<file path="config.mk">
export PLATFORM = sky130hd
export DESIGN_NAME = div_sequencer
export DESIGN_NICKNAME = d
export VERILOG_FILES = /design/src/rtl/div_pkg.sv /design/src/rtl/div_step.sv /design/src/rtl/div_sequencer.sv
export SDC_FILE = /design/constraint.sdc
export NUM_CORES = 1
export LEC_CHECK = 0
export ABC_CLOCK_PERIOD_IN_PS = 10200
export CORE_ASPECT_RATIO = 0.9
export CORE_MARGIN = 1
export CORE_UTILIZATION = 23
export CTS_CLUSTER_DIAMETER = 120
export DETAILED_ROUTE_END_ITERATION = 7
export HOLD_SLACK_MARGIN = 0.05
export PLACE_DENSITY_LB_ADDON = 0.08
export SLEW_MARGIN = 20
export SYNTH_ARGS = -nofsm -noshare
export SYNTH_HDL_FRONTEND = slang
export SYNTH_SLANG_ARGS = --single-unit
</file>
<file path="constraint.sdc">
create_clock -name clock -period 10.2 [get_ports clock]
set_clock_uncertainty 0.15 [all_clocks]
set_input_delay 1.02 -clock clock [delete_from_list [all_inputs] [get_ports clock]]
set_output_delay 1.02 -clock clock [all_outputs]
set_load 0.01 [all_outputs]
</file>
<file path="src/rtl/div_pkg.sv">
// div_pkg: shared state encoding and default operand width for the divider
package div_pkg;
    localparam int DIV_WIDTH = 32;
    typedef enum logic [2:0] {IDLE, PREP, ITER, FIX, DONE} state_t;
endpackage

</file>
<file path="src/rtl/div_step.sv">
// div_step: one combinational non-restoring division iteration on {A,Q} with divisor M
module div_step #(
    parameter int WIDTH = 32
) (
    input  logic [WIDTH:0]   a,
    input  logic [WIDTH-1:0] q,
    input  logic [WIDTH-1:0] m,
    output logic [WIDTH:0]   a_next,
    output logic [WIDTH-1:0] q_next
);
    logic [WIDTH:0] sh;
    assign sh = {a[WIDTH-1:0], q[WIDTH-1]};
    // subtract while the partial remainder is non-negative, add back otherwise
    always_comb begin
        a_next = a[WIDTH] ? sh + {1'b0, m} : sh - {1'b0, m};
        q_next = {q[WIDTH-2:0], ~a_next[WIDTH]};
    end
endmodule

</file>
<file path="src/rtl/div_sequencer.sv">
// div_sequencer: multi-cycle signed non-restoring divider; DIV_SEQUENCER_DZ_TRAP_EN short-circuits divide-by-zero
module div_sequencer
    import div_pkg::*;
#(
    parameter int WIDTH = DIV_WIDTH
) (
    input  logic             clock,
    input  logic             clear,
    input  logic             start,
    input  logic [WIDTH-1:0] dividend,
    input  logic [WIDTH-1:0] divisor,
    output logic             busy,
    output logic             done,
    output logic [WIDTH-1:0] quotient,
    output logic [WIDTH-1:0] remainder,
    output logic             dz_err
);
    localparam int CW = $clog2(WIDTH + 1);
    state_t           state, next;
    logic [WIDTH:0]   a, a_step;
    logic [WIDTH-1:0] q, q_step, m, dvd, dvs, a_fix;
    logic [CW-1:0]    cnt;
    logic             neg_q, neg_r;
    div_step #(.WIDTH(WIDTH)) u_step (.a(a), .q(q), .m(m), .a_next(a_step), .q_next(q_step));
    assign a_fix = a[WIDTH] ? a[WIDTH-1:0] + m : a[WIDTH-1:0];
    assign busy  = state == PREP || state == ITER || state == FIX;
    assign done  = state == DONE;
`ifdef DIV_SEQUENCER_DZ_TRAP_EN
    logic dz, dz_q;
    assign dz     = divisor == '0;
    assign dz_err = dz_q;
`else
    assign dz_err = 1'b0;
`endif
    // state register
    always_ff @(posedge clock) begin
        state <= clear ? IDLE : next;
    end
    // next-state selection
    always_comb begin
        next = state;
        unique case (state)
`ifdef DIV_SEQUENCER_DZ_TRAP_EN
            IDLE:    next = start ? (dz ? DONE : PREP) : IDLE;
`else
            IDLE:    next = start ? PREP : IDLE;
`endif
            PREP:    next = ITER;
            ITER:    next = cnt == CW'(1) ? FIX : ITER;
            FIX:     next = DONE;
            default: next = IDLE;
        endcase
    end
    // operand capture, iteration datapath and result registers
    always_ff @(posedge clock) begin
        if (clear) begin
            a         <= '0;
            q         <= '0;
            m         <= '0;
            dvd       <= '0;
            dvs       <= '0;
            cnt       <= '0;
            neg_q     <= 1'b0;
            neg_r     <= 1'b0;
            quotient  <= '0;
            remainder <= '0;
`ifdef DIV_SEQUENCER_DZ_TRAP_EN
            dz_q      <= 1'b0;
`endif
        end else begin
            unique case (state)
                IDLE: if (start) begin
                    dvd <= dividend;
                    dvs <= divisor;
`ifdef DIV_SEQUENCER_DZ_TRAP_EN
                    if (dz) begin
                        quotient  <= '0;
                        remainder <= dividend;
                        dz_q      <= 1'b1;
                    end
`endif
                end
                PREP: begin
                    a     <= '0;
                    q     <= dvd[WIDTH-1] ? -dvd : dvd;
                    m     <= dvs[WIDTH-1] ? -dvs : dvs;
                    neg_q <= dvd[WIDTH-1] ^ dvs[WIDTH-1];
                    neg_r <= dvd[WIDTH-1];
                    cnt   <= CW'(WIDTH);
                end
                ITER: begin
                    a   <= a_step;
                    q   <= q_step;
                    cnt <= cnt - CW'(1);
                end
                FIX: begin
                    quotient  <= neg_q ? -q : q;
                    remainder <= neg_r ? -a_fix : a_fix;
`ifdef DIV_SEQUENCER_DZ_TRAP_EN
                    dz_q      <= 1'b0;
`endif
                end
                default: ;
            endcase
        end
    end
endmodule

</file>
==> flow_summary_export.csv, run 1 <==
group,metric,value,unit
synthesis,synth_nets,2202,
layout,multi_input_area,10200,um2
route,antenna_left,0,
power_and_ir_drop,powerDensity,196,nW/um2
placed_design,port_buffers,132,
synthesis,synth_top_area_share,0.303,
synthesis,yosysSeqAreaShare,0.303,
synthesis,yosysUniqueCellTypes,84,
critical_path,crit_slowest_cell,"o31ai_1",
hold_path,hp-class,"reg -> reg",
timing,period_share,0.465,
job,maxCapViolCount,0,
critical_path,path_depth,19,
synthesis,ys_async_sr_fraction,0,
layout,drive_gt1_frac,0.0542,
outcome,status,"finished, final reports clean",
critical_path,cp.arrival,4.99,ns
clock_network,cts-root-buf,"clkbuf_16",
synthesis,synth_ff_type,"dfxtp_1",
timing,hold_violations,0,
hold_path,hold_depth,2,
floorplanning,core-area,67000,um2
timing,setup-tns-final,0,ns
synthesis,synth-xor-area-share,0.0978,
layout,nets,2254,
critical_path,worstSetupPathType,"reg -> reg",
placed_design,dp_cells,2952,
global_route,antenna_found_initial,0,
critical_path,worst-r2r-cell-count,19,
critical_path,cp_num_buf_inv,2,
placed_design,dp_hpwl,39900,um
floorplanning,start_util,0.233,
floorplanning,ioPinCount,134,
critical_path,crit_required,10.45,ns
timing,finalMaxSlewViolations,0,
floorplanning,die_h,249,um
floorplanning,fp.dieW,276,um
clock_network,post_cts_buffers,0,
critical_path,crit_family,"compound AO/OA/AOI/OAI gates",
critical_path,end_kind,"flip-flop",
synthesis,synth_mux_area_frac,0.0112,
timing,setup_viol,0,
clock_network,cts_tree,"yes",
synthesis,synth_warnings,0,
global_route,track_usage,0.151,
layout,layout_commonest_cell,"nand2_1",
critical_path,critPathMaxFanout,7,
route,drc,0,
critical_path,crit_chain,"inv_1 > ha_1 > nand2_1 > nor3_1 > and2_1 > a21oi_1 > xor2_1 > ha_1 > inv_1 > o21ai_0 > a211oi_1 > nor2_1 > nor4_1 > o31ai_1 > a31oi_1 > o31ai_1 > a21oi_1 > xnor2_1 > o31ai_1",
floorplanning,row_count,90,
clock_network,cts_buffer_depth,3,
clock_network,cts_resized,0,
timing,max_freq,0.211,GHz
timing,maxSlewHeadroom,0.304,
layout,seqCellArea,4730,um2
synthesis,synthCells,2063,
critical_path,max_stage_delay,0.58,ns
route,vias,14600,
route,wl_per_cell,17.5,um
clock_network,h-tree-depth,2,
synthesis,ys_ff_latch,236,
layout,area_growth,21.4,%
synthesis,synth_top_family_by_area,"compound AO/OA/AOI/OAI gates",
layout,diodes,0,
global_route,overflow,0,
timing,worst-slew-pin-transition,1.04,ns
clock_network,clkTransAtPathRegs,0.06,ns
global_route,grt_max_degree,100,
synthesis,syn-cell-area,15600,um2
timing,min_period,4.74,ns
clock_network,clkLatencyLatePin,0.55,ns
synthesis,postSynthAreaPerCell,7.56,um2
route,first_iter_violations,766,
route,dr.pass1.iters,5,
layout,fin_cells,3016,
synthesis,synth_area_leaders,"dfxtp_1, nand2_1, a21oi_1",
synthesis,yosysTopAreaCell,"dfxtp_1",
route,routed_via_density,4.83,
synthesis,yosys.area_share.adder,0.0588,
floorplanning,die_area,68800,um2
synthesis,synth_simple_gate_area_frac,0.220,
critical_path,start_kind,"flip-flop",
critical_path,cpMostUsedCell,"o31ai_1",
timing,rsz0062_at_grt,"no",
placed_design,place_congestion,0.847,
layout,num-fill-cells,7239,
clock_network,cts_sinks,236,
power_and_ir_drop,ir_drop,0.0903,mV
synthesis,synth_compound_area_frac,0.267,
global_route,grt_pass1_vias,13800,
layout,final_cell_mix,"nand2_1, dfxtp_1, a21oi_1",
power_and_ir_drop,leakagePower,6.89,nW
clock_network,numCtsBuffers,35,
global_route,grt_pass1_wl,82600,um
clock_network,ctsHoldBuffers,0,
route,routed_wl,52800,um
synthesis,synth_edf_count,0,
## logic make-up after synthesis
family,Yosys count
simple gates,742
compound gates,646
flops,236
buf+inv,175
xor+xnor,174
fa+ha+maj,72
mux,17
other cells,1
## worst reg2reg max path, stage by stage, from the launching register on
cell and delay (ns):
dfxtp_1 0.39, inv_1 0.09, ha_1 0.19, nand2_1 0.06
nor3_1 0.49, and2_1 0.30, a21oi_1 0.10, xor2_1 0.18
ha_1 0.36, inv_1 0.09, o21ai_0 0.32, a211oi_1 0.13
nor2_1 0.18, nor4_1 0.10, o31ai_1 0.58, a31oi_1 0.23
o31ai_1 0.27, a21oi_1 0.12, xnor2_1 0.19, o31ai_1 0.08
## stage by stage
step                hold slack, ns  power, mW  setup WS (ns)  area (um2)   util
CTS                          0.302       3.76           5.45       18900  0.283
global placement             0.292       2.39           5.49       17700  0.264
floorplan                    0.290       2.04           4.48       15600      -
global route                 0.315       3.96           4.95       18900  0.283
finish                       0.296       3.70           5.46       18900  0.283
detailed placement           0.294       2.39           5.46       17700  0.264
## area by class of cell
class,instances,area share
flip-flops and latches,236,0.250
clock inverters,13,0.0125
clock buffers,51,0.0548
repair buffers,150,0.0770
well taps,874,0.0578
inverters,40,0.00793
multi-input cells,1652,0.540
## routing by layer
layer | global-route usage | share of wire
met1 | 0.240 | 0.56
met2 | 0.204 | 0.38
met3 | 0.0222 | 0.038
met4 | 0.0370 | 0.019
met5 | 0 | 0
## synth_stat cells (all sizes together), types with 6 or more instances
library cell and number:
a211oi 82, a21o 36, a21oi 228, a22oi 53
a31oi 15, and2 6, and3 17, buf 14
clkbuf 121, dfxtp 236, ha 70, inv 40
mux2i 14, nand2 315, nand2b 25, nand3 37
nand3b 7, nand4 15, nor2 181, nor2b 14
nor3 43, nor4 13, o211ai 12, o21a 16
o21ai 96, o21bai 7, o31ai 39, o41ai 15
or2 8, or3 22, or4 17, xnor2 75
xor2 99
## flip-flops by register name (all words and copies together) (netlist names), 3 cells and up
name       flops
remainder     32
dvs           32
state          3
quotient      32
q             32
cnt            6
dvd           32
a             33
m             32
## power breakdown
part | switching, mW | internal, mW | leakage (nW)
Clock | 0.468 | 0.859 | 0.622
Sequential | 0.106 | 0.987 | 1.92
Combinational | 0.778 | 0.506 | 4.34
## path summary, 6_finish.rpt
kind	start	endpoint	slack, ns
hold / removal	remainder[12]	remainder[12]	0.30
setup / recovery	m[1]	a[32]	5.46
hold reg to reg	remainder[12]	remainder[12]	0.30
setup reg to reg	m[1]	a[32]	5.46
(Power assumes the default switching activity.)
==> inputs of run 2 (changes only) <==
- ABC_CLOCK_PERIOD_IN_PS: 10200 -> 4400
- clock period: 10.2 -> 4.4 ns (I/O delays scaled with it)
==> run 2 against run 1 <==
Effect of this change:
- setup slack got worse by 5.2 ns
- clock-buffer cell count fell by 4
- sequential power rose by 130%
==> flow_summary_export.csv, run 2 (synthesis results as in run 1) <==
group,metric,value,unit
power_and_ir_drop,p_clk_frac,0.337,
critical_path,worst-r2r-cell-count,13,
layout,final_cell_mix,"nand2_1, dfxtp_1, a21oi_1",
timing,finalMaxSlewViolations,0,
layout,drive_gt1_frac,0.0931,
critical_path,crit_chain,"ha_1 > fa_2 > a211oi_4 > or4b_4 > and4_4 > nor3_4 > or4b_4 > nor3_2 > nand3_2 > or4_4 > nor4_1 > a41oi_1 > a41oi_1",
route,drc,0,
layout,top_register,"a",
clock_network,ctsHoldBuffers,0,
critical_path,critPathMaxFanout,6,
timing,min_period,4.12,ns
timing,worst-slew-pin-transition,1.03,ns
layout,finish.instance_area,19500,um2
critical_path,end_kind,"flip-flop",
route,routed_via_density,4.82,
timing,hold_violations,0,
power_and_ir_drop,combinationalPowerShare,0.377,
placed_design,place_area,18300,um2
power_and_ir_drop,leakagePower,7.28,nW
power_and_ir_drop,p_int,5.52,mW
power_and_ir_drop,ir_drop,0.229,mV
layout,largest_reg_flops,33,
layout,multi_input_area,10400,um2
global_route,grt_max_degree,95,
timing,maxSlewHeadroom,0.313,
floorplanning,fp.dieW,276,um
global_route,grt_util_met2,0.205,
clock_network,numCtsBuffers,34,
clock_network,clkTransAtPathRegs,0.05,ns
layout,nets,2329,
global_route,grt_pass1_vias,14100,
global_route,antenna_found_initial,0,
hold_path,hp-start,"clear",
critical_path,reg2reg_from,"m[0]",
critical_path,reg2reg_to,"remainder[29]",
global_route,grt_pass1_wl,84700,um
critical_path,worstSetupPathType,"reg -> reg",
critical_path,rrSetupSlack,0.28,ns
placed_design,port_buffers,132,
critical_path,cp_num_buf_inv,0,
critical_path,cp.arrival,4.41,ns
timing,period_share,0.936,
critical_path,crit_required,4.69,ns
placed_design,place_congestion,0.837,
floorplanning,row_count,90,
layout,num-fill-cells,7220,
clock_network,cts-root-buf,"clkbuf_16",
route,dr.pass1.iters,7,
clock_network,cts_tree,"yes",
global_route,overflow,0,
floorplanning,ioPinCount,134,
route,first_iter_violations,857,
hold_path,hold_depth,2,
clock_network,clkLatencyLatePin,0.54,ns
timing,max_freq,0.243,GHz
layout,seqCellArea,4730,um2
hold_path,worstHoldEndpoint,"remainder[21]",
placed_design,dp_hpwl,42200,um
power_and_ir_drop,swShare,0.368,
outcome,status,"finished, final reports clean",
clock_network,h-tree-depth,2,
critical_path,crit_slowest_cell,"or4_4",
layout,final_util,0.292,
power_and_ir_drop,powerDensity,447,nW/um2
floorplanning,core-area,67000,um2
route,antenna_left,0,
job,maxCapViolCount,0,
layout,diodes,0,
floorplanning,die_area,68800,um2
timing,setup-tns-final,0,ns
critical_path,max_stage_delay,0.58,ns
hold_path,hp-class,"in -> reg",
timing,setup_viol,0,
global_route,track_usage,0.156,
critical_path,crit_family,"simple AND/OR/NAND/NOR gates",
floorplanning,start_util,0.233,
layout,layout_commonest_cell,"nand2_1",
floorplanning,die_h,249,um
global_route,busiest_layer,"met1",
global_route,grt_use_met1,0.254,
critical_path,start_kind,"flip-flop",
clock_network,cts_sinks,236,
layout,area_growth,25.4,%
route,vias,14900,
power_and_ir_drop,seqPwrFrac,0.287,
route,routed_wl,54400,um
route,wl_per_cell,17.6,um
global_route,grt_util_met3,0.0204,
power_and_ir_drop,p_switching,3.21,mW
clock_network,cts_buffer_depth,3,
run 2: changes by cell type in the layout (fill, tap and decap cells not counted), sizes merged:
cell,change
buf,+76
clkbuf,-4
clkinv,-1
clkinvlp,-1
inv,+1
run 2: layer usage:
layer | part of all wire | wire (um)
met4 | 0.020 | 1100
met5 | 0 | 0
met3 | 0.037 | 2030
met2 | 0.37 | 20200
met1 | 0.57 | 31100
run 2: power groups by stage:
stage          Clock (mW)  Combinational, mW  Sequential [mW]
6_report             2.94               3.29             2.50
5_1_grt              3.14               3.67             2.53
4_1_cts              3.05               3.25             2.50
3_5_place_dp            0               3.23             2.55
3_3_place_gp            0               3.25             2.55
2_1_floorplan           0               2.31             2.47
run 2: worst max path at each step:
stage	start	slack (ns)	cells after the start	to
3_3_place_gp	m[0]	0.08	13	remainder[28]
5_1_grt	m[3]	-0.02	13	remainder[29]
2_1_floorplan	a[32]	0.03	23	q[0]
3_5_place_dp	m[1]	-0.01	14	remainder[29]
6_report	m[0]	0.28	13	remainder[29]
4_1_cts	m[0]	0.05	13	remainder[28]
run 2: cell type report:
type,instances,share of cell area
Timing Repair Buffer,226,0.104
Clock inverter,12,0.0113
Inverter,40,0.00768
Tap cell,874,0.0560
Multi-Input combinational cell,1652,0.530
Clock buffer,47,0.0487
Sequential cell,236,0.242
run 2: timing repair:
| item | CTS | global route |
|---|---|---|
| buffers inserted | 0 | 3 |
| endpoints found under the setup margin | 1 | 16 |
| pin swaps | 0 | 4 |
| resized for setup | 1 | 20 |
run 2: through the flow:
step	hold WS, ns	instances	worst slack [ns]	power (mW)
5_1_grt	0.291	3087	-0.0220	9.34
6_report	0.259	3087	0.281	8.74
4_1_cts	0.259	3084	0.0500	8.81
3_5_place_dp	0.298	3025	-0.00961	5.78
2_1_floorplan	0.290	2063	0.0284	4.77
3_3_place_gp	0.291	3025	0.0822	5.79
